File: src/rtl/cpu_ddr_bridge_arbiter.sv
// Two-master (CPU, video DMA) arbiter in front of a clock-bridge slave; a tag FIFO routes read data.
// Define ARB_FIXED_PRIORITY_EN to make m0 win every contention instead of round-robin.
module cpu_ddr_bridge_arbiter #(
   parameter int unsigned MAX_PENDING = 8,
   parameter int unsigned AW          = 24
) (
   input  logic          slave_clk,
   input  logic          slave_reset_n,
   input  logic [AW-1:0] m0_address,
   input  logic [3:0]    m0_byteenable,
   input  logic          m0_read,
   input  logic          m0_write,
   input  logic [31:0]   m0_writedata,
   output logic          m0_waitrequest,
   output logic [31:0]   m0_readdata,
   output logic          m0_readdatavalid,
   output logic          m0_endofpacket,
   input  logic [AW-1:0] m1_address,
   input  logic [3:0]    m1_byteenable,
   input  logic          m1_read,
   input  logic          m1_write,
   input  logic [31:0]   m1_writedata,
   output logic          m1_waitrequest,
   output logic [31:0]   m1_readdata,
   output logic          m1_readdatavalid,
   output logic          m1_endofpacket,
   output logic [AW-1:0] br_address,
   output logic [3:0]    br_byteenable,
   output logic          br_read,
   output logic          br_write,
   output logic [31:0]   br_writedata,
   input  logic          br_waitrequest,
   input  logic [31:0]   br_readdata,
   input  logic          br_readdatavalid,
   input  logic          br_endofpacket,
   output logic          arb_error
);
   localparam int unsigned CW = $clog2(MAX_PENDING + 1);
   localparam int unsigned PW = (MAX_PENDING > 1) ? $clog2(MAX_PENDING) : 1;

   typedef enum logic [1:0] {StIdle, StOwn0, StOwn1} state_e;

   state_e                 state_q, state_d;
   logic [CW-1:0]          cnt_q, cnt_d;
   logic [PW-1:0]          wr_ptr_q, rd_ptr_q;
   logic [MAX_PENDING-1:0] tag_q;
   logic                   err_q;

   logic owned, owner, c_read, c_write, req0, req1, grant;
   logic pop, push, full, rd_go, wr_go, accept, head;

   function automatic logic [PW-1:0] ptr_inc(input logic [PW-1:0] p);
      return (p == PW'(MAX_PENDING - 1)) ? '0 : p + 1'b1;
   endfunction

   assign req0 = m0_read | m0_write;
   assign req1 = m1_read | m1_write;

`ifdef ARB_FIXED_PRIORITY_EN
   assign grant = ~req0;
`else
   logic last_q;

   // last_q holds the id granted most recently; the other requester wins a tie.
   assign grant = (req0 & req1) ? ~last_q : req1;

   always_ff @(posedge slave_clk or negedge slave_reset_n) begin
      if (!slave_reset_n) begin
         last_q <= 1'b1;
      end else if (state_q == StIdle && (req0 | req1)) begin
         last_q <= grant;
      end
   end
`endif

   assign owned   = (state_q != StIdle);
   assign owner   = (state_q == StOwn1);
   assign c_read  = owner ? m1_read  : m0_read;
   assign c_write = owner ? m1_write : m0_write;

   assign pop    = br_readdatavalid & (cnt_q != '0);
   assign full   = (cnt_q == CW'(MAX_PENDING)) & ~pop;
   assign rd_go  = owned & c_read & ~full;
   assign wr_go  = owned & c_write;
   assign accept = (rd_go | wr_go) & ~br_waitrequest;
   assign push   = accept & rd_go;
   assign head   = tag_q[rd_ptr_q];

   // Data-path outputs are forced low while reset is asserted.
   assign br_address       = slave_reset_n ? (owner ? m1_address    : m0_address)    : '0;
   assign br_byteenable    = slave_reset_n ? (owner ? m1_byteenable : m0_byteenable) : '0;
   assign br_writedata     = slave_reset_n ? (owner ? m1_writedata  : m0_writedata)  : '0;
   assign br_read          = rd_go;
   assign br_write         = wr_go;
   assign m0_waitrequest   = ~(accept & ~owner);
   assign m1_waitrequest   = ~(accept & owner);
   assign m0_readdatavalid = pop & ~head;
   assign m1_readdatavalid = pop & head;
   assign m0_readdata      = slave_reset_n ? br_readdata : '0;
   assign m1_readdata      = slave_reset_n ? br_readdata : '0;
   assign m0_endofpacket   = slave_reset_n & br_endofpacket;
   assign m1_endofpacket   = slave_reset_n & br_endofpacket;
   assign arb_error        = err_q;

   always_comb begin
      state_d = state_q;
      cnt_d   = cnt_q + CW'(push) - CW'(pop);
      unique case (state_q)
         StIdle: begin
            if (req0 | req1) state_d = grant ? StOwn1 : StOwn0;
         end
         StOwn0, StOwn1: begin
            if (accept || !(c_read || c_write)) state_d = StIdle;
         end
         default: state_d = StIdle;
      endcase
   end

   always_ff @(posedge slave_clk or negedge slave_reset_n) begin
      if (!slave_reset_n) begin
         state_q  <= StIdle;
         cnt_q    <= '0;
         wr_ptr_q <= '0;
         rd_ptr_q <= '0;
         tag_q    <= '0;
         err_q    <= 1'b0;
      end else begin
         state_q <= state_d;
         cnt_q   <= cnt_d;
         if (push) begin
            tag_q[wr_ptr_q] <= owner;
            wr_ptr_q        <= ptr_inc(wr_ptr_q);
         end
         if (pop) rd_ptr_q <= ptr_inc(rd_ptr_q);
         if (br_readdatavalid && cnt_q == '0) err_q <= 1'b1;
      end
   end

endmodule

File: config.mk
export PLATFORM = sky130hd
export DESIGN_NAME = cpu_ddr_bridge_arbiter
export DESIGN_NICKNAME = d
export VERILOG_FILES = /design/src/rtl/cpu_ddr_bridge_arbiter.sv
export SDC_FILE = /design/constraint.sdc
export NUM_CORES = 1
export LEC_CHECK = 0
export CORE_AREA = 8 8 109 111
export CTS_BUF_LIST = sky130_fd_sc_hd__clkbuf_2 sky130_fd_sc_hd__clkbuf_4 sky130_fd_sc_hd__clkbuf_8
export DETAILED_ROUTE_END_ITERATION = 10
export DIE_AREA = 0 0 117 119
export HOLD_SLACK_MARGIN = 0.12
export PLACE_DENSITY = 0.89
export SETUP_SLACK_MARGIN = 0.15
export SYNTH_ARGS = -nofsm -noshare
export SYNTH_HDL_FRONTEND = slang
export SYNTH_SLANG_ARGS = --single-unit
File: constraint.sdc
create_clock -name slave_clk -period 6.2 [get_ports slave_clk]
set_input_delay 1.24 -clock slave_clk [delete_from_list [all_inputs] [get_ports slave_clk]]
set_output_delay 1.24 -clock slave_clk [all_outputs]
set_load 0.05 [all_outputs]
Word level (Yosys, flattened, before mapping)
Cells that the tools add are included.
{ "totals": {"in_bits": 161, "wordCells": 79, "out_inout_bits": 133, "register_bits": 22} }
{ "op_classes": {"n_lt_le_gt_ge": 3, "mux": 21, "n_bitwise": 25, "add_sub_neg": 4, "n_eq_ne": 7, "n_reduce_logical": 12} }
{ "op_table": {"columns": ["op", "count"], "rows": [
  ["$mux 32", 3],
  ["$mux 24", 2],
  ["$and 1x1->1", 13],
  ["$bwmux 8", 1],
  ["$lt 3x4->1 const B", 2],
  ["$mux 4", 2],
  ["$not 1->1", 8],
  ["$add 3x1->3 const B", 2],
  ["$eq 3x3->1 const B", 2],
  ["$mux 2", 3],
  ["$mux 3", 2],
  ["$mux 1", 5],
  ["$add 4x1->4", 1],
  ["$eq 4x4->1 const B", 1],
  ["$logic_not 4->1", 1],
  ["$or 1x1->1", 4],
  ["$pmux 2 s2", 1],
  ["$reduce_bool 4->1", 1],
  ["$sub 4x1->4", 1],
  ["$bmux 1 s3", 1],
  ["$demux 1 s3", 1],
  ["$ge 3x1->1 const B", 1],
  ["$logic_and 1x1->1", 3],
  ["$eq 2x1->1 const B", 1],
  ["9 further kinds", 10]
]} }

Depth between registers and ports, before layout
{ "depth": {"word_depth": 11, "mapped_depth": 13, "mapped_depth_nobuf": 11} }

Least setup slack after synthesis
OpenSTA, ideal clock, no wires.
{ "synth_timing": {"path_kind": "input port to output port", "startpoint": "input port slave_reset_n", "endpoint": "output port m1_endofpacket", "t_required_ps": 4960, "setup_slack_ps": 2524, "stages": 4, "n_path_buf": 3, "arrival_ps": 2436, "path_cell_list": "clkbuf_1 > clkbuf_1 > and2_1 > buf_4"} }
{ "synth_between": {"elab_chain_len": 1} }
{ "synth_rtl": {"columns": ["element", "line", "source"], "rows": [
  ["start, declared", "8", "input logic slave_reset_n,"],
  ["$and 1x1->1", null, null],
  ["end, declared", "26", "output logic m1_endofpacket,"]
]} }
Every way passes these cells.

Worst setup path after layout
{ "layout_timing": {"startpoint": "input port slave_reset_n", "endpoint": "output port m0_readdata[27]"} }
{ "layout_between": {"elab_chain_len": 1} }
{ "layout_rtl": {"columns": ["element", "line", "source"], "rows": [
  ["$mux 32", "99", "assign m0_readdata = slave_reset_n ? br_readdata : '0;"],
  ["end, declared", "15", "output logic [31:0] m0_readdata,"]
]} }
Every way passes these cells.

==> results.md <==
- Resized cells post-CTS: 0
- Clock Path Buffers: 2
- Clock Latency Late Sink: 0.27 ns
- Router iterations before antenna repair: 4
- GP Congestion: 0.857
- XOR/XNOR Fraction of Synth Area: 0.606%
- Placement Rows: 37
- Critical Path Start: slave_reset_n
- Slowest-stage cell, CP: buf_2
- Hpwl dp: 11,900 um
- Synth cell types: 41
- RR Endpoint: cnt_q[2]
- CTS tree: yes
- Max VDD drop: around 280 uV
- Vias/cell: ~4.5
- Fill count: just under 900
- Initial antenna violation count: 1
- Worst setup margin: 1.66 ns
- RSZ-0062 raised after global routing: no
- CTS HTree Levels: 1
- Adder-cell area share of the yosys netlist: 5.88%
- Synth async-reset ratio: 100%
- Fin crit share: 73.1%
- Final ANT Viol Nets: 0
- Post-synth EDFFs: 0
- Port buffer count: 293
- Total power: 1.65 mW
- DR WL/cell: 19.4 um
- CP Buf/Inv Count: 2
- DR DRC count: 0
- Worst slew margin: 18.2%
- Post-Synth Simple-Gate Area: 28.3%
- Proportion of synthesized chip area in sequential cells: 19.1%
- Vias: 3,156
- Chip Width: 117 um
- Final number of hold-violating endpoints: 0
- Slew Limit Fails: 0
- Hold_buf cts: 0
- Fin cells: 707
- 1st-iter DRT viols: approximately 140
- Synthesized instance count: roughly 330
- Clk_skew: between 0.006 and 0.007 ns
- Largest area contributor in the netlist: mux2i_1
- Gr usage total: 18.0%
- Hold Path Class: reg2reg
- Synth Cell Area: 0.00289 mm2
- Max Freq: approximately 220 MHz
- Reg clk slew, reported paths: 0.09 ns
- Initial Util: 28.7%
- Most instantiated cells after synthesis: mux2i_1 (62), nor2b_1 (61), buf_4 (35)
- Synth top area cells: mux2i_1 (21%), dfrtp_1 (18%), nor2b_1 (13%)
- WP data required: around 5.0 ns
- Multiplexer share of the synthesized area: 28.2%
- DRT Wirelength: approximately 14,000 um
- Post-CTS setup buffer count: 0
- CP cell instances: buf_2 -> and2_1 -> clkdlybuf4s50_1
- Fin area: approximately 0.0057 mm2
- Number of global-route vias before repair: ~3,300
- DIE AREA: 0.0139 mm2
- Nature of the critical path startpoint: input pin
- R2r startpoint: state_q[0]
- Outcome: finished, final reports clean
- Num Clock Sinks: 22
- Crit-path max FO: 94
- Clock Tree Root: clkbuf_8
- Share of post-route cells with drive strength above 1: 5.43%
- Place WS: 1.64 ns
- YS warnings: 0
- Arrival time at the worst endpoint: 3.30 ns
- FF+latch count, synth: 22
- Largest family of logic cells by synthesized area: simple AND/OR/NAND/NOR gates
- Synthesized Nets: 502
- Synthesis-to-layout area growth: 97.9%
- Count leader, synth: mux2i_1
- Final hold slack: 0.481 ns
- Worst Hold Launch: arb_error
- Core region area: 0.0101 mm2
- Util after Layout: a little under three fifths
- Primary FF master, synth: dfrtp_1
- Worst Setup EP: m0_readdata[27]
- Compound-Gate Fraction of Synth Area: 3.85%
- Num CTS Buffers: 3
- Mean Syn Cell Area: 8.82 um2
- Crit path max-delay family: buffers and inverters
- Layout Nets: 746
- I/O Pins: 294
- Reg2Reg Setup Slack: 3.17 ns
- Synth top area share: 21.5%
- Critical path depth: 3
- Max-cap violations: 0
- WS Path Type: in2out
- CP Capture Type: output port
- Placed cell count: about 700
- Worst-Margin Slew: 1.23 ns
- R2R depth: 10
- Largest net degree at the start of global routing: 95
- Slowest Stage Delay on Critical Path: 0.86 ns
- Final setup TNS: 0 ns
- Total grt overflow: 0
- PwrDens: 288 mW/mm2
- Final min period: approximately 4.5 ns
- Placed Area: around 0.0057 mm2
- Final setup viols: 0
- First-pass GRT wire length: 19,600 um
- Static leakage: 2.22 nW
- Diode count: 0
- Die Y: 119 um
worst min path at each step:
| stage | cells after the start | to |
|---|---|---|
| global placement | 1 | arb_error |
| global route | 1 | arb_error |
| floorplan | 2 | last_q |
| finish | 1 | arb_error |
| CTS | 1 | arb_error |
| detailed placement | 1 | arb_error |
final cells by class:
type                            count  area (um2)  area share (%)
Timing Repair Buffer              295        2940            51.4
Multi-Input combinational cell    241        1950            34.0
Sequential cell                    22         552            9.64
Tap cell                          136         170            2.97
Clock buffer                        3        41.3           0.721
Inverter                            9        41.3           0.721
Clock inverter                      1        30.0           0.525
registers in the layout (all words and copies together) (netlist names):
signal,cells
cnt_q,4
arb_error,1
last_q,1
tag_q,8
state_q,2
rd_ptr_q,3
wr_ptr_q,3
cell families after synthesis:
logic type | after synthesis
AO/OA/AOI/OAI | 16
XOR/XNOR | 2
adder cells (fa/ha/maj) | 13
buffers and inverters | 65
flip-flops | 22
multiplexers | 76
AND/OR/NAND/NOR | 134
worst register-to-register path: cells and delay by family (launching register included):
kind	cells	cell delay (ns)
buffers and inverters	3	0.26
adders and majority gates	4	1.42
muxes	1	0.26
DFF	1	0.38
xor gates and xnor gates	1	0.17
AOI/OAI and AO/OA	1	0.41
report_power, final:
group	switching (mW)	internal, mW	total (mW)
Combinational	0.707	0.525	1.23
Sequential	0.0691	0.210	0.279
Clock	0.0487	0.0863	0.135
routing by layer:
| layer | GRT usage (%) | up-vias | routed length, um |
|---|---|---|---|
| li1 | - | 1550 | - |
| met3 | 5.96 | 16 | 1440 |
| met1 | 18.9 | 1453 | 4940 |
| met4 | 2.96 | 2 | 157 |
| met2 | 34.1 | 135 | 7170 |
| met5 | 0 | - | 13 |
layout by cell type, fill, tap and decap left out, types with 2 or more instances in the layout:
cell type / n
clkdlybuf4s50_1: 292
mux2i_1: 62
nor2b_1: 61
and2_1: 33
dfrtp_1: 21
nand2_1: 12
nor2_1: 11
ha_1: 11
inv_1: 8
o21ai_0: 7
mux2_2: 7
mux2_4: 4
nand4b_1: 3
clkbuf_8: 3
a21o_1: 2
a21oi_1: 2
xor2_1: 2
nand2b_1: 2
mux4_2: 2
nor4b_2: 2
buf_4: 2
No activity file was read; power rests on OpenSTA's default activity.
==> edit 1 (same settings) <==
The 3 states of `state_e` get a one-hot encoding in 3 bits.
--- a/src/rtl/cpu_ddr_bridge_arbiter.sv
+++ b/src/rtl/cpu_ddr_bridge_arbiter.sv
@@ -38,7 +38,7 @@
    localparam int unsigned CW = $clog2(MAX_PENDING + 1);
    localparam int unsigned PW = (MAX_PENDING > 1) ? $clog2(MAX_PENDING) : 1;
 
-   typedef enum logic [1:0] {StIdle, StOwn0, StOwn1} state_e;
+   typedef enum logic [2:0] {StIdle = 3'b001, StOwn0 = 3'b010, StOwn1 = 3'b100} state_e;
 
    state_e                 state_q, state_d;
    logic [CW-1:0]          cnt_q, cnt_d;
Check against the original RTL: same outputs for any inputs over 10 cycles, from zero or initial values and one cycle with slave_reset_n low; not proved beyond that.
==> edit 1 against the original RTL <==
Clock skew fell by 0.0034 ns. Final area fell by 0.66%. Wire length rose by 18%. Power fell by 3.8%. Combinational power fell by 3%. Sequential cell count rose by 1. Die area did not move. Synthesized cell count rose by 20%. Clock power fell by 29%. Area after synthesis fell by 1.3%. Worst setup slack got worse by 0.14 ns. Highest routed layer unchanged.
==> edit 1: results (changes against the original RTL) <==
[outcome]
status = finished, final reports clean

[detailed_routing]
route.met2.wl_um = 7606  ; +6.1%
vias_per_cell = 4.694  ; +5.2%
wl_met1_um = 6309  ; +28%
drtIter0Drc = 226  ; +58%
met3_length_um = 2021  ; +40%

[logic_synthesis]
synthAdderAreaFrac_pct = 5.085  ; -0.80 points
synthTopCellsByArea = dfrtp_1 18%, nand2_1 17%, a21boi_0 16%, buf_4 8.9%, and2_1 7.9%
ys_seq_area_share_pct = 20.25  ; +1.2 points
muxShareOfSynthArea_pct = 8.286  ; -20 points
synth_compound_area_share_pct = 20.21  ; +16 points
synth_cells = 394  ; +20%
syn-num-nets = 566  ; +13%
synth_top_cells_by_count = 127 x nand2_1, 60 x a21boi_0, 36 x and2_1

[placement]
postPlaceCellArea_um2 = 5632  ; -0.35%
placed_cells = 769  ; +9.4%
hpwl_um = 13960  ; +17%
gp_congestion = 0.9494  ; +11%
dpl_worst_slack_ns = 1.531  ; -0.1043 ns

[timing]
timing.final.crit_share_pct = 75.38  ; +2.2 points
finClkSkew_ns = 0.002695  ; -0.003437 ns
whs_ns = 0.4797  ; -0.001365 ns
worstMarginPinSlew_ns = 0.6176  ; -0.6088 ns

[global_routing]
grt_pass1_vias = 3724  ; +12%
use_met2_pct = 37.12  ; +3.0 points
use_met1_pct = 24.93  ; +6.0 points
grt_usage_pct = 21.83  ; +3.8 points
antenna_found_initial = 8  ; +7
grt_max_degree = 63  ; -34%
grt_pass1_wl_um = 23340  ; +19%

[setup_path]
r2r_start = state_q[2]$_DFFE_PN0P_
critPathMaxStageDelay_ns = 0.82  ; -0.04 ns
critPathSlowestCell = clkdlybuf4s50_1
ff2ff_setup_slack_ns = 3.40  ; +0.23 ns
critical_path.top_delay_family = buffers and inverters
r2r-end = cnt_q[3]$_DFF_PN0_
path_max_fanout = 5  ; -95%
worstPathArrival_ns = 3.43  ; +0.13 ns

[cells_and_area]
fillers = 917  ; +2.8%
final_cells = 775  ; +9.6%

[min_path]
whs_endpoint = arb_error$_DFFE_PN0P_

[power_and_ir_drop]
p_leak_nw = 2.297  ; +3.3%

[clock_network]
cts-resized-gates = 0  ; unchanged

==> edit 1: cell types whose count changed in the layout (fill, tap and decap cells not counted), sizes merged, moves of 3 or more <==
| cell | unedited run | this run |
|---|---|---|
| nand2 | 12 | 127 |
| a21boi | 0 | 60 |
| mux2i | 62 | 3 |
| nor2b | 61 | 3 |
| nand4 | 1 | 8 |
| and2 | 33 | 36 |
| buf | 3 | 6 |
| nand4b | 3 | 0 |
| nor3b | 0 | 3 |
| o21ai | 7 | 4 |
==> edit 1: power by group <==
part	internal (mW)	switching, mW
clock	0.0502	0.0458
sequential	0.225	0.0723
combinational	0.463	0.727
total	0.738	0.845
==> edit 1: layout make-up <==
cell class,instances,share of cell area (%)
timing repair buffer,298,52.16
multi-input combinational,302,33.08
sequential,23,10.17
tap,136,2.993
clock buffer,4,0.8583
inverter,10,0.6602
antenna,2,0.08803
==> edit 2 (same flow settings) <==
Made on the original files. The parameter `AW` goes from 24 to 12.
--- a/src/rtl/cpu_ddr_bridge_arbiter.sv
+++ b/src/rtl/cpu_ddr_bridge_arbiter.sv
@@ -2,7 +2,7 @@
 // Define ARB_FIXED_PRIORITY_EN to make m0 win every contention instead of round-robin.
 module cpu_ddr_bridge_arbiter #(
    parameter int unsigned MAX_PENDING = 8,
-   parameter int unsigned AW          = 24
+   parameter int unsigned AW          = 12
 ) (
    input  logic          slave_clk,
    input  logic          slave_reset_n,
Ports: changed (resized br_address, m0_address and m1_address); port bits go from 294 to 258. The function was not compared with the original's and may differ.
==> edit 2 against the original RTL <==
Final area is 9.6% lower. Wire length down 8.8%. Critical path depth increased by 3. Worst setup slack better by 0.055 ns. Sequential cell count stayed put. Non-clock buffer count fell by 36. Area after synthesis decreased by 6.7%. Power decreased by 9.8%. Critical path type unchanged.
==> edit 2: results (changes against the original RTL) <==
[outcome]
status = finished, final reports clean

[global_routing]
use_met1_pct = 16.52  ; -2.4 points
use_met2_pct = 30.90  ; -3.2 points
grt_pass1_wl_um = 17450  ; -11%
grt_usage_pct = 16.34  ; -1.7 points
grt_max_degree = 59  ; -38%
antenna_found_initial = 3  ; +2
grt_pass1_vias = 2966  ; -11%

[detailed_routing]
drtIter0Drc = 118  ; -17%
vias = 2859  ; -9.4%
wl_per_cell_um = 19.30  ; -0.55%

[placement]
hpwl_um = 11020  ; -7.7%
postPlaceCellArea_um2 = 5120  ; -9.4%

[clock_network]
cts.reportedPaths.clkPinSlew_ns = 0.07  ; -0.02 ns

[power_and_ir_drop]
p_leak_nw = 2.019  ; -9.2%
seq-power_mw = 0.285  ; +2%
p_switching_mw = 0.7536  ; -8.6%
p_total_mw = 1.486  ; -9.8%

[logic_synthesis]
ys_seq_area_share_pct = 20.45  ; +1.4 points

[setup_path]
ff2ff_setup_slack_ns = 3.33  ; +0.16 ns
path_max_fanout = 5  ; -95%
worstPathArrival_ns = 3.24  ; -0.06 ns
worstSetupEndpoint = m1_waitrequest

[cells_and_area]
nets = 662  ; -11%
drive_above_1_share_pct = 5.871  ; +0.44 points

[timing]
finClkSkew_ns = 0.003627  ; -0.002506 ns

-- edit 2: cell count changes after synthesis --
| cell | unedited run | this run |
|---|---|---|
| mux2i_1 | 62 | 50 |
| nor2b_1 | 61 | 49 |
| nor4b_2 | 2 | 0 |
| nor4b_4 | 0 | 2 |
| buf_2 | 7 | 6 |
| clkbuf_1 | 12 | 11 |
| o2111ai_1 | 0 | 1 |
| o2111ai_2 | 1 | 0 |
-- edit 2: routing by layer --
layer,share of wire [%],wire length (um),up-vias
li1,-,-,1397
met1,35,4431,1304
met3,12,1472,14
met2,52,6478,138
met4,0.74,93,6
met5,0.26,32,-
-- edit 2: critical path: stages --
cell	delay [ns]
clkdlybuf4s50_1	0.48
mux2_1	0.36
o21ai_0	0.13
a21oi_1	0.13
nand2_1	0.10
clkdlybuf4s50_1	0.81
-- edit 2: kinds of logic (layout without fill, tap and decap cells) --
logic type	Yosys count	in the layout	synth area share [%]
other	0	1	0
xor gates and xnor gates	2	2	0.6492
AOI/OAI and AO/OA	16	16	3.894
DFF	22	22	20.45
adders and majority gates	13	13	6.305
and+or+nand+nor	122	122	28.19
buffers and inverters	63	272	14.74
muxes	64	64	25.78
-- edit 2: per-stage QoR --
| step | hold slack [ns] | util, % | instances | worst slack, ns |
|---|---|---|---|---|
| floorplan | 0.4685 | - | 302 | 2.533 |
| global placement | 0.4598 | 50.73 | 643 | 1.746 |
| detailed placement | 0.4670 | 50.73 | 643 | 1.728 |
| CTS | 0.4902 | 51.21 | 647 | 1.715 |
| global route | 0.5170 | 51.21 | 647 | 1.629 |
| finish | 0.4892 | 51.24 | 648 | 1.720 |
-- edit 2: layout make-up --
type                            count  area, um^2  area share [%]
Inverter                            9       41.29          0.7985
Sequential cell                    22       551.8           10.67
Tap cell                          136       170.2           3.291
Timing Repair Buffer              259        2595           50.18
Antenna cell                        1       2.502         0.04839
Multi-Input combinational cell    217        1762           34.07
Clock buffer                        4       48.80          0.9436
-- edit 2: worst min path at each step --
| stage | from | to | slack, ns | cells after the start |
|---|---|---|---|---|
| floorplan | last_q$_DFFE_PN1P_ | last_q$_DFFE_PN1P_ | 0.47 | 2 |
| CTS | arb_error$_DFFE_PN0P_ | arb_error$_DFFE_PN0P_ | 0.49 | 1 |
| global route | arb_error$_DFFE_PN0P_ | arb_error$_DFFE_PN0P_ | 0.52 | 1 |
| finish | arb_error$_DFFE_PN0P_ | arb_error$_DFFE_PN0P_ | 0.49 | 1 |
| detailed placement | arb_error$_DFFE_PN0P_ | arb_error$_DFFE_PN0P_ | 0.47 | 1 |
| global placement | arb_error$_DFFE_PN0P_ | arb_error$_DFFE_PN0P_ | 0.46 | 1 |
